## config.mk

```make
export PLATFORM = sky130hd
export DESIGN_NAME = mdu_iter
export DESIGN_NICKNAME = d
export VERILOG_FILES = /design/src/rtl/mdu_pkg.sv /design/src/rtl/mdu_neg.sv /design/src/rtl/mdu_iter.sv
export SDC_FILE = /design/constraint.sdc
export NUM_CORES = 1
export LEC_CHECK = 0
export CORE_MARGIN = 2
export CORE_UTILIZATION = 60
export DETAILED_ROUTE_END_ITERATION = 10
export GPL_ROUTABILITY_DRIVEN = 0
export PLACE_DENSITY = 0.82
export SYNTH_ARGS = -nofsm -noshare
export SYNTH_HDL_FRONTEND = slang
export SYNTH_SLANG_ARGS = --single-unit
```

## constraint.sdc

```tcl
create_clock -name clk -period 8.6 [get_ports clk]
set_clock_uncertainty 0.2 [all_clocks]
set_input_delay 0.86 -clock clk [delete_from_list [all_inputs] [get_ports clk]]
set_output_delay 0.86 -clock clk [all_outputs]
set_load 0.1 [all_outputs]
```

## src/rtl/mdu_pkg.sv

```systemverilog
// mdu_pkg: shared constants for the iterative multiply/divide unit.
//   - R-type funct codes handled by the MDU (FN_MFHI .. FN_DIVU)
//   - FSM state encoding (S_IDLE, S_MUL, S_DIV, S_FIX)
//   - is_mdu_op(): true for any funct the MDU recognises
package mdu_pkg;

    localparam logic [5:0] FN_MFHI  = 6'b010000;
    localparam logic [5:0] FN_MTHI  = 6'b010001;
    localparam logic [5:0] FN_MFLO  = 6'b010010;
    localparam logic [5:0] FN_MTLO  = 6'b010011;
    localparam logic [5:0] FN_MULT  = 6'b011000;
    localparam logic [5:0] FN_MULTU = 6'b011001;
    localparam logic [5:0] FN_DIV   = 6'b011010;
    localparam logic [5:0] FN_DIVU  = 6'b011011;

    localparam logic [1:0] S_IDLE = 2'd0;
    localparam logic [1:0] S_MUL  = 2'd1;
    localparam logic [1:0] S_DIV  = 2'd2;
    localparam logic [1:0] S_FIX  = 2'd3;

    // True when funct selects one of the eight MDU instructions.
    function automatic logic is_mdu_op(input logic [5:0] funct);
        case (funct)
            FN_MFHI, FN_MTHI, FN_MFLO, FN_MTLO,
            FN_MULT, FN_MULTU, FN_DIV, FN_DIVU: return 1'b1;
            default:                            return 1'b0;
        endcase
    endfunction

endpackage

```

## src/rtl/mdu_neg.sv

```systemverilog
// mdu_neg: combinational conditional two's-complement negate.
// Ports:
//   val   [WIDTH-1:0]  input value
//   neg                 1 = output -val, 0 = pass val through
//   res_c [WIDTH-1:0]  result (combinational)
module mdu_neg #(
    parameter int unsigned WIDTH = 32
) (
    input  logic [WIDTH-1:0] val,
    input  logic             neg,
    output logic [WIDTH-1:0] res_c
);

    assign res_c = neg ? (~val + WIDTH'(1)) : val;

endmodule

```

## src/rtl/mdu_iter.sv

```systemverilog
// mdu_iter: iterative multiply/divide unit with its own funct decoder.
// Owns HI/LO, runs a shift-add multiply or restoring divide over several
// cycles and reports busy/done/stall so control can hold the pipeline.
// Optional build macro: MDU_EARLY_TERM_EN -- multiply stops once the
// remaining multiplier bits are all zero (minimum one step).
// Ports:
//   clk, rst_n        clock (rising edge), async active-low reset
//   valid, funct      MDU instruction strobe and R-type funct field
//   op_a, op_b        rs / rt operand values
//   busy              FSM not idle
//   done              one-cycle pulse after HI/LO written by MULT*/DIV*
//   stall             valid while busy
//   hi, lo            HI / LO registers
//   rd_data           hi for MFHI, lo for MFLO, else 0 (combinational)
module mdu_iter
    import mdu_pkg::*;
#(
    parameter int unsigned WIDTH = 32
) (
    input  logic             clk,
    input  logic             rst_n,
    input  logic             valid,
    input  logic [5:0]       funct,
    input  logic [WIDTH-1:0] op_a,
    input  logic [WIDTH-1:0] op_b,
    output logic             busy,
    output logic             done,
    output logic             stall,
    output logic [WIDTH-1:0] hi,
    output logic [WIDTH-1:0] lo,
    output logic [WIDTH-1:0] rd_data
);

    localparam int unsigned     CNT_W    = $clog2(WIDTH) + 1;
    localparam int unsigned     DW       = 2 * WIDTH;
    localparam logic [CNT_W-1:0] CNT_LAST = CNT_W'(WIDTH - 1);

    // State and datapath registers.
    // MUL: acc = running product, addend = shifted multiplicand, mplier = remaining multiplier.
    // DIV: acc = {remainder, dividend/quotient}, addend[WIDTH-1:0] = divisor.
    logic [1:0]       state,  state_nxt;
    logic             busy_nxt, done_nxt;
    logic [WIDTH-1:0] hi_nxt, lo_nxt;
    logic [CNT_W-1:0] cnt,    cnt_nxt;
    logic [DW-1:0]    acc,    acc_nxt;
    logic [DW-1:0]    addend, addend_nxt;
    logic [WIDTH-1:0] mplier, mplier_nxt;
    logic             sign_a, sign_a_nxt;
    logic             sign_b, sign_b_nxt;
    logic             op_div, op_div_nxt;
    logic             b_zero, b_zero_nxt;

    // Operand magnitudes for the start cycle; funct[0]=0 marks the signed forms.
    logic             signed_op_c;
    logic             neg_a_c, neg_b_c;
    logic [WIDTH-1:0] abs_a_c, abs_b_c;

    assign signed_op_c = ~funct[0];
    assign neg_a_c     = signed_op_c & op_a[WIDTH-1];
    assign neg_b_c     = signed_op_c & op_b[WIDTH-1];

    mdu_neg #(.WIDTH(WIDTH)) u_abs_a (.val(op_a), .neg(neg_a_c), .res_c(abs_a_c));
    mdu_neg #(.WIDTH(WIDTH)) u_abs_b (.val(op_b), .neg(neg_b_c), .res_c(abs_b_c));

    // Sign fix-up of the unsigned results, used in the FIX cycle.
    logic [DW-1:0]    prod_fix_c;
    logic [WIDTH-1:0] quo_fix_c, rem_fix_c;

    mdu_neg #(.WIDTH(DW)) u_fix_prod (
        .val(acc), .neg(sign_a ^ sign_b), .res_c(prod_fix_c)
    );
    mdu_neg #(.WIDTH(WIDTH)) u_fix_quo (
        .val(acc[WIDTH-1:0]), .neg(sign_a ^ sign_b), .res_c(quo_fix_c)
    );
    mdu_neg #(.WIDTH(WIDTH)) u_fix_rem (
        .val(acc[DW-1:WIDTH]), .neg(sign_a), .res_c(rem_fix_c)
    );

    // Restoring divide step: shift next dividend bit into the remainder, trial-subtract.
    logic [WIDTH:0] div_shift_c, div_trial_c;

    assign div_shift_c = {acc[DW-1:WIDTH], acc[WIDTH-1]};
    assign div_trial_c = div_shift_c - {1'b0, addend[WIDTH-1:0]};

    // Multiply finishes after WIDTH steps, or earlier when nothing is left to add.
    logic mul_last_c;

`ifdef MDU_EARLY_TERM_EN
    assign mul_last_c = (cnt == CNT_LAST) || (mplier[WIDTH-1:1] == '0);
`else
    assign mul_last_c = (cnt == CNT_LAST);
`endif

    // Next-state and datapath update.
    always_comb begin
        state_nxt  = state;
        done_nxt   = 1'b0;
        hi_nxt     = hi;
        lo_nxt     = lo;
        cnt_nxt    = cnt;
        acc_nxt    = acc;
        addend_nxt = addend;
        mplier_nxt = mplier;
        sign_a_nxt = sign_a;
        sign_b_nxt = sign_b;
        op_div_nxt = op_div;
        b_zero_nxt = b_zero;

        case (state)
            S_IDLE: begin
                if (valid && is_mdu_op(funct)) begin
                    case (funct)
                        FN_MTHI: hi_nxt = op_a;
                        FN_MTLO: lo_nxt = op_a;
                        FN_MULT, FN_MULTU: begin
                            acc_nxt    = '0;
                            addend_nxt = {{WIDTH{1'b0}}, abs_a_c};
                            mplier_nxt = abs_b_c;
                            cnt_nxt    = '0;
                            sign_a_nxt = neg_a_c;
                            sign_b_nxt = neg_b_c;
                            op_div_nxt = 1'b0;
                            b_zero_nxt = 1'b0;
                            state_nxt  = S_MUL;
                        end
                        FN_DIV, FN_DIVU: begin
                            acc_nxt    = {{WIDTH{1'b0}}, abs_a_c};
                            addend_nxt = {{WIDTH{1'b0}}, abs_b_c};
                            mplier_nxt = '0;
                            cnt_nxt    = '0;
                            sign_a_nxt = neg_a_c;
                            sign_b_nxt = neg_b_c;
                            op_div_nxt = 1'b1;
                            b_zero_nxt = (op_b == '0);
                            state_nxt  = S_DIV;
                        end
                        default: ;
                    endcase
                end
            end

            S_MUL: begin
                if (mplier[0]) begin
                    acc_nxt = acc + addend;
                end
                addend_nxt = addend << 1;
                mplier_nxt = mplier >> 1;
                cnt_nxt    = cnt + CNT_W'(1);
                if (mul_last_c) begin
                    state_nxt = S_FIX;
                end
            end

            S_DIV: begin
                if (!div_trial_c[WIDTH]) begin
                    acc_nxt = {div_trial_c[WIDTH-1:0], acc[WIDTH-2:0], 1'b1};
                end else begin
                    acc_nxt = {div_shift_c[WIDTH-1:0], acc[WIDTH-2:0], 1'b0};
                end
                cnt_nxt = cnt + CNT_W'(1);
                if (cnt == CNT_LAST) begin
                    state_nxt = S_FIX;
                end
            end

            S_FIX: begin
                if (op_div) begin
                    // Remainder fix-up already reproduces op_a when dividing by zero.
                    hi_nxt = rem_fix_c;
                    lo_nxt = b_zero ? '1 : quo_fix_c;
                end else begin
                    hi_nxt = prod_fix_c[DW-1:WIDTH];
                    lo_nxt = prod_fix_c[WIDTH-1:0];
                end
                done_nxt  = 1'b1;
                state_nxt = S_IDLE;
            end

            default: state_nxt = S_IDLE;
        endcase

        busy_nxt = (state_nxt != S_IDLE);
    end

    // State and datapath registers.
    always_ff @(posedge clk or negedge rst_n) begin
        if (!rst_n) begin
            state  <= S_IDLE;
            busy   <= 1'b0;
            done   <= 1'b0;
            hi     <= '0;
            lo     <= '0;
            cnt    <= '0;
            acc    <= '0;
            addend <= '0;
            mplier <= '0;
            sign_a <= 1'b0;
            sign_b <= 1'b0;
            op_div <= 1'b0;
            b_zero <= 1'b0;
        end else begin
            state  <= state_nxt;
            busy   <= busy_nxt;
            done   <= done_nxt;
            hi     <= hi_nxt;
            lo     <= lo_nxt;
            cnt    <= cnt_nxt;
            acc    <= acc_nxt;
            addend <= addend_nxt;
            mplier <= mplier_nxt;
            sign_a <= sign_a_nxt;
            sign_b <= sign_b_nxt;
            op_div <= op_div_nxt;
            b_zero <= b_zero_nxt;
        end
    end

    assign stall = valid & busy;

    // Move-from read port.
    always_comb begin
        rd_data = '0;
        if (funct == FN_MFHI) begin
            rd_data = hi;
        end else if (funct == FN_MFLO) begin
            rd_data = lo;
        end
    end

endmodule

```

[Yosys cells after proc, flatten, opt, wreduce, memory -nomap -nowiden]
Memories as Yosys holds them, arrays and structs flattened.
Cells that the tools add are included.
Storage, ports and cells
  flip-flop bits (word level): 238
  ROM bits: 32
  word-level logic and storage cells: 109
  memories: 1
Operators by class
  add/sub/neg operators: 8
  eq/ne operators: 18
  mux-type cells: 39
  bitwise operators: 10
  reduce and logical (&&, ||, !) cells: 20
Memory list
  (no name shown): words 32, bits a word 1, rd ports 1, clocked after memory_dff 0, write ports 0, RTL line mdu_pkg.sv:23  | case (funct)
Operator list (number)
  $mux W32: 14
  $pmux W64 S2: 3
  $mux W64: 5
  $pmux W32 S2: 4
  $pmux W64 S3: 1
  $add A32 B1 Y32 const B: 4
  $not A32 Y32: 4
  $add A64 B1 Y64 const B: 1
  $add A64 B64 Y64: 1
  $not A64 Y64: 1
  $eq A6 B5 Y1 const B: 9
  $sub A33 B32 Y33: 1
  $logic_not A32 Y1: 1
  $reduce_and A3 Y1: 6
  $mux W6: 2
  $pmux W6 S2: 1
  $reduce_bool A2 Y1: 5
  $add A6 B1 Y6 const B: 1
  $ne A2 B2 Y1 const B: 3
  $pmux W2 S3: 1
  $reduce_or A2 Y1: 3
  $eq A2 B2 Y1 const B: 2
  $mux W2: 2
  $ne A2 B1 Y1 const B: 2
  other kinds (13): 18

[Depth between registers and ports, before layout]
An unclocked memory read counts as a cell.
  depth in word-level cells: 7
  gate-level depth with buffers: 16
  depth with buffers taken out: 14

[Cells and area by module]
From an unflattened synthesis, not the netlist that was laid out.
Second synthesis, totals
  cells, all modules: 2909
  area total of the unflattened synthesis: 22700.5 um^2
By module, submodules not included
  mdu_iter: instances 1, cells an instance 2316, area each 18062.3 um^2
  mdu_neg at u_abs_a ...: instances 4, cells an instance 99, area each 777.0 um^2
  mdu_neg at u_fix_prod: instances 1, cells an instance 197, area each 1530.2 um^2

[Least setup slack after synthesis]
OpenSTA, ideal clock, no wires.
  path type: input port to output port
  from: input port funct[1]
  to: output port rd_data[10]
  data arrival time: 3055 ps
  data required time: 7540 ps
  setup slack: 4485 ps
  cell stages on the path: 4
  buffers on the path: 2
  cell sequence: buf_1 > buf_1 > mux2i_1 > nor2_1
On the way
  longest elaborated chain between the ends: 3
Ends and longest elaborated chain
  from (decl): RTL line mdu_iter.sv:23  | input logic [5:0] funct,
  $eq A6 B5 Y1: RTL line mdu_iter.sv:225  | end else if (funct == FN_MFLO) begin
  $mux W32: RTL line mdu_iter.sv:225
  $mux W32 *: RTL line mdu_iter.sv:223  | if (funct == FN_MFHI) begin
  to (decl): RTL line mdu_iter.sv:31  | output logic [WIDTH-1:0] rd_data
Mark *: on every way between the ends. The rest lies on a longest branch, timed or not.

[Final worst setup path]
  from: input port funct[2]
  to: output port rd_data[11]
The elaborated chain is that of the path after synthesis.

==> key figures <==
Clocking
  – CTS root buffer: clkbuf_16
  – Cts bufs inserted: 27
  – CTS clk-pin slew, worst paths: 0.06 ns
  – Hold buffers post-CTS: 0
  – Cts repair resizes: 0
  – Worst skew pair latency: 0.57 ns
  – Clk sinks: 238
  – Post-CTS Setup Bufs: 0
  – CTS H-tree lvls: 1
  – CTS tree: done
  – Bufs on Longest Clock Path: 3

Detailed routing
  – Pre-Repair DR Iteration Count: 7
  – Post-DRT Antenna Nets: 0
  – Via density: 6.77
  – Total Wirelength: 68,800 um
  – Initial DRC Count: 3,108
  – DR vias: 20,863
  – DR WL/cell: 22.3 um
  – DRC: 0

STA
  – Slew @ Worst Pin: 1.32 ns
  – Max Fclk: 0.184 GHz
  – Slew Limit Fails: 0
  – Worst slew margin: 0.117
  – # setup viols final: 0
  – Part of the cycle the worst path needs: 0.631
  – Minimum clock period: 5.43 ns
  – Final setup TNS: 0 ns
  – Hold Vio Cnt, Final: 0
  – Setup repair after global routing missed its margin: no

Power
  – Sequential share of power: 0.269
  – Clock group share of total power: 0.193
  – P_leak: 10.2 nW
  – Power Internal: 0.00316 W
  – Switch share: 0.496
  – Power per cell area: 276 nW/um^2
  – Worst vdd ir: 0.199 mV
  – Power share of the combinational group: 0.539
  – Psw: 0.00311 W
  – Total Power: 0.00628 W

Global routing
  – Initial antenna violation count: 0
  – First-pass GRT wire length: 107,000 um
  – Vias in the first global route: 19,302
  – Total Routing Usage GR: 0.380
  – Largest net degree at the start of global routing: 122
  – Grt ovf: 0

Yosys
  – FF+latch count, synth: 238
  – Top_reg_cell synth: dfrtp_1
  – Main area contributors after synthesis: dfrtp_1 (30%), ha_1 (6.6%), nand2_1 (5.6%), o21ai_0 (5.4%), a21oi_1 (5.4%)
  – Syn avg cell area: 7.80 sq um
  – Share of the synthesized area in the top cell type: 0.298
  – Synth Cell Area: 20,000 sq um
  – Synth area leader: dfrtp_1
  – Most frequent cells after synthesis: nand2_1 (300), nor2_1 (261), dfrtp_1 (238)
  – Syn Nets: 2,745
  – EDFF count, synth: 0
  – Unique masters post-synth: 82
  – Most numerous cell in the Yosys netlist: nand2_1
  – Yosys warnings: 0
  – Synth async-reset ratio: 1.00
  – Sequential fraction of the synthesis area: 0.298
  – Gate Count Post-Synth: 2,565

Floorplan
  – Die H: 187 um
  – Initial core utilization: 0.612
  – Row count: 66
  – Core outline area: 32,700 sq um
  – Die X-Extent: 187 um
  – Die area: 34,800 sq um
  – IO Count: 172

Outcome
  – Status: complete, no violations

Setup path
  – CP peak stage delay: 1.18 ns
  – R2R depth: 14
  – Data required time of the critical path: 7.54 ns
  – Max stage delay cell, worst path: clkdlybuf4s50_1
  – Worst Setup End Kind: output pin
  – Stages on worst setup path: 5
  – CP max FO: 32
  – CP Launch Type: input pin
  – Family with the most delay on the worst path: simple AND/OR/NAND/NOR gates
  – Critical Path AT: 4.37 ns
  – Type of the worst setup path: in2out
  – Critical Path, Cell by Cell: clkdlybuf4s50_1 > nor4b_1 > nand2b_1 > nor2_1 > clkdlybuf4s50_1
  – Bufs and invs on worst path: 2
  – CP dominant cell by count: clkdlybuf4s50_1

Placed design
  – PortBufs: 171
  – Final HPWL DP: 51,300 um

Cells and area
  – Area grow syn2layout: 13.7%
  – Final net count: 2,800
  – Share of cells above drive strength 1: 0.0379
  – # diodes: 0
  – Util after Layout: 0.695

Job
  – Max-cap violations: 0

Worst hold path
  – Worst min path class: in2async
-- sequential cells by signal (all words and copies together), names as in the netlist, 2 cells and up --
signal,flops
acc,64
addend,64
cnt,6
hi,32
lo,32
mplier,32
state,2
-- cell usage in the layout, fill, tap and decap left out, drive strengths merged, types with 15 or more instances in the layout --
master / n
o21ai: 222
o211ai: 15
or3: 15
inv: 91
nand2: 300
a22oi: 22
nand3: 71
a221oi: 29
ha: 105
nand2b: 26
nor4: 18
a21oi: 214
o22ai: 50
nor2: 261
a221o: 23
a211oi: 63
dfrtp: 238
nand4: 21
mux2i: 49
o31ai: 17
nor2b: 16
clkdlybuf4s50: 169
clkbuf: 36
a31oi: 22
xor2: 111
and3: 35
buf: 22
nor3: 56
a21o: 63
xnor2: 100
-- cells by family (layout without fill, tap and decap cells) --
logic type                 after synthesis  count (layout)  synth area share
and+or+nand+nor                        859             859             0.194
AOI/OAI and AO/OA                      844             844             0.271
buffers and inverters                  251             325            0.0485
DFF                                    238             238             0.298
xor gates and xnor gates               211             211            0.0933
adders and majority gates              107             107            0.0677
muxes                                   55              55            0.0281
-- path summary, 6_finish.rpt --
check	from	slack (ns)	endpoint
min in group clk	mplier[25]	0.30	mplier[25]
max reg2reg	acc[31]	3.82	acc[46]
min reg2reg	mplier[25]	0.30	mplier[25]
max in group asynchronous	rst_n	6.62	lo[2]
max	funct[2]	3.17	rd_data[11]
min	rst_n	0.15	addend[54]
-- worst register-to-register path, stage by stage, from the launching register on --
cell,delay (ns)
dfrtp_1,0.44
inv_1,0.13
ha_1,0.17
inv_1,0.05
fa_1,0.45
a211o_1,0.31
a21oi_1,0.28
a221oi_2,0.16
o311a_2,0.48
o31ai_4,0.29
o22ai_4,0.18
xor2_4,0.79
mux2_2,0.43
a22oi_1,0.19
o21ai_0,0.10
-- cell type report --
class / count / area (sq um)
sequential: 238 / 5960
tap: 442 / 553
clock buffer: 36 / 749
timing repair buffer: 191 / 1860
fill: 2586 / 9960
inverter: 86 / 323
clock inverter: 12 / 163
multi-input combinational: 2076 / 13100
-- power groups by stage --
stage | Combinational, W | Sequential, W | Clock (W)
after floorplan | 0.00197 | 0.00203 | 0
after global placement | 0.00318 | 0.00167 | 0
after detailed placement | 0.00326 | 0.00168 | 0
after CTS | 0.00328 | 0.00166 | 0.00121
after global routing | 0.00359 | 0.00171 | 0.00126
final | 0.00338 | 0.00169 | 0.00121
-- routing by layer --
metal	wire length [um]	vias to the layer above	global-route usage
met5	49	-	0.0110
met4	4210	2	0.204
met3	9160	259	0.0897
met2	28100	1493	0.547
met1	27300	9688	0.529
li1	-	9421	-
-- metrics by stage --
step	std cells	cell area, sq um	hold WS, ns	worst slack [ns]
after CTS	3081	22700	0.248	3.20
after global placement	3033	21800	0.263	3.39
after global routing	3081	22700	0.264	3.08
after detailed placement	3033	21800	0.279	3.20
after floorplan	2565	20000	0.242	4.49
final	3081	22700	0.148	3.17
Note: power is estimated with default switching activity, not from simulation.
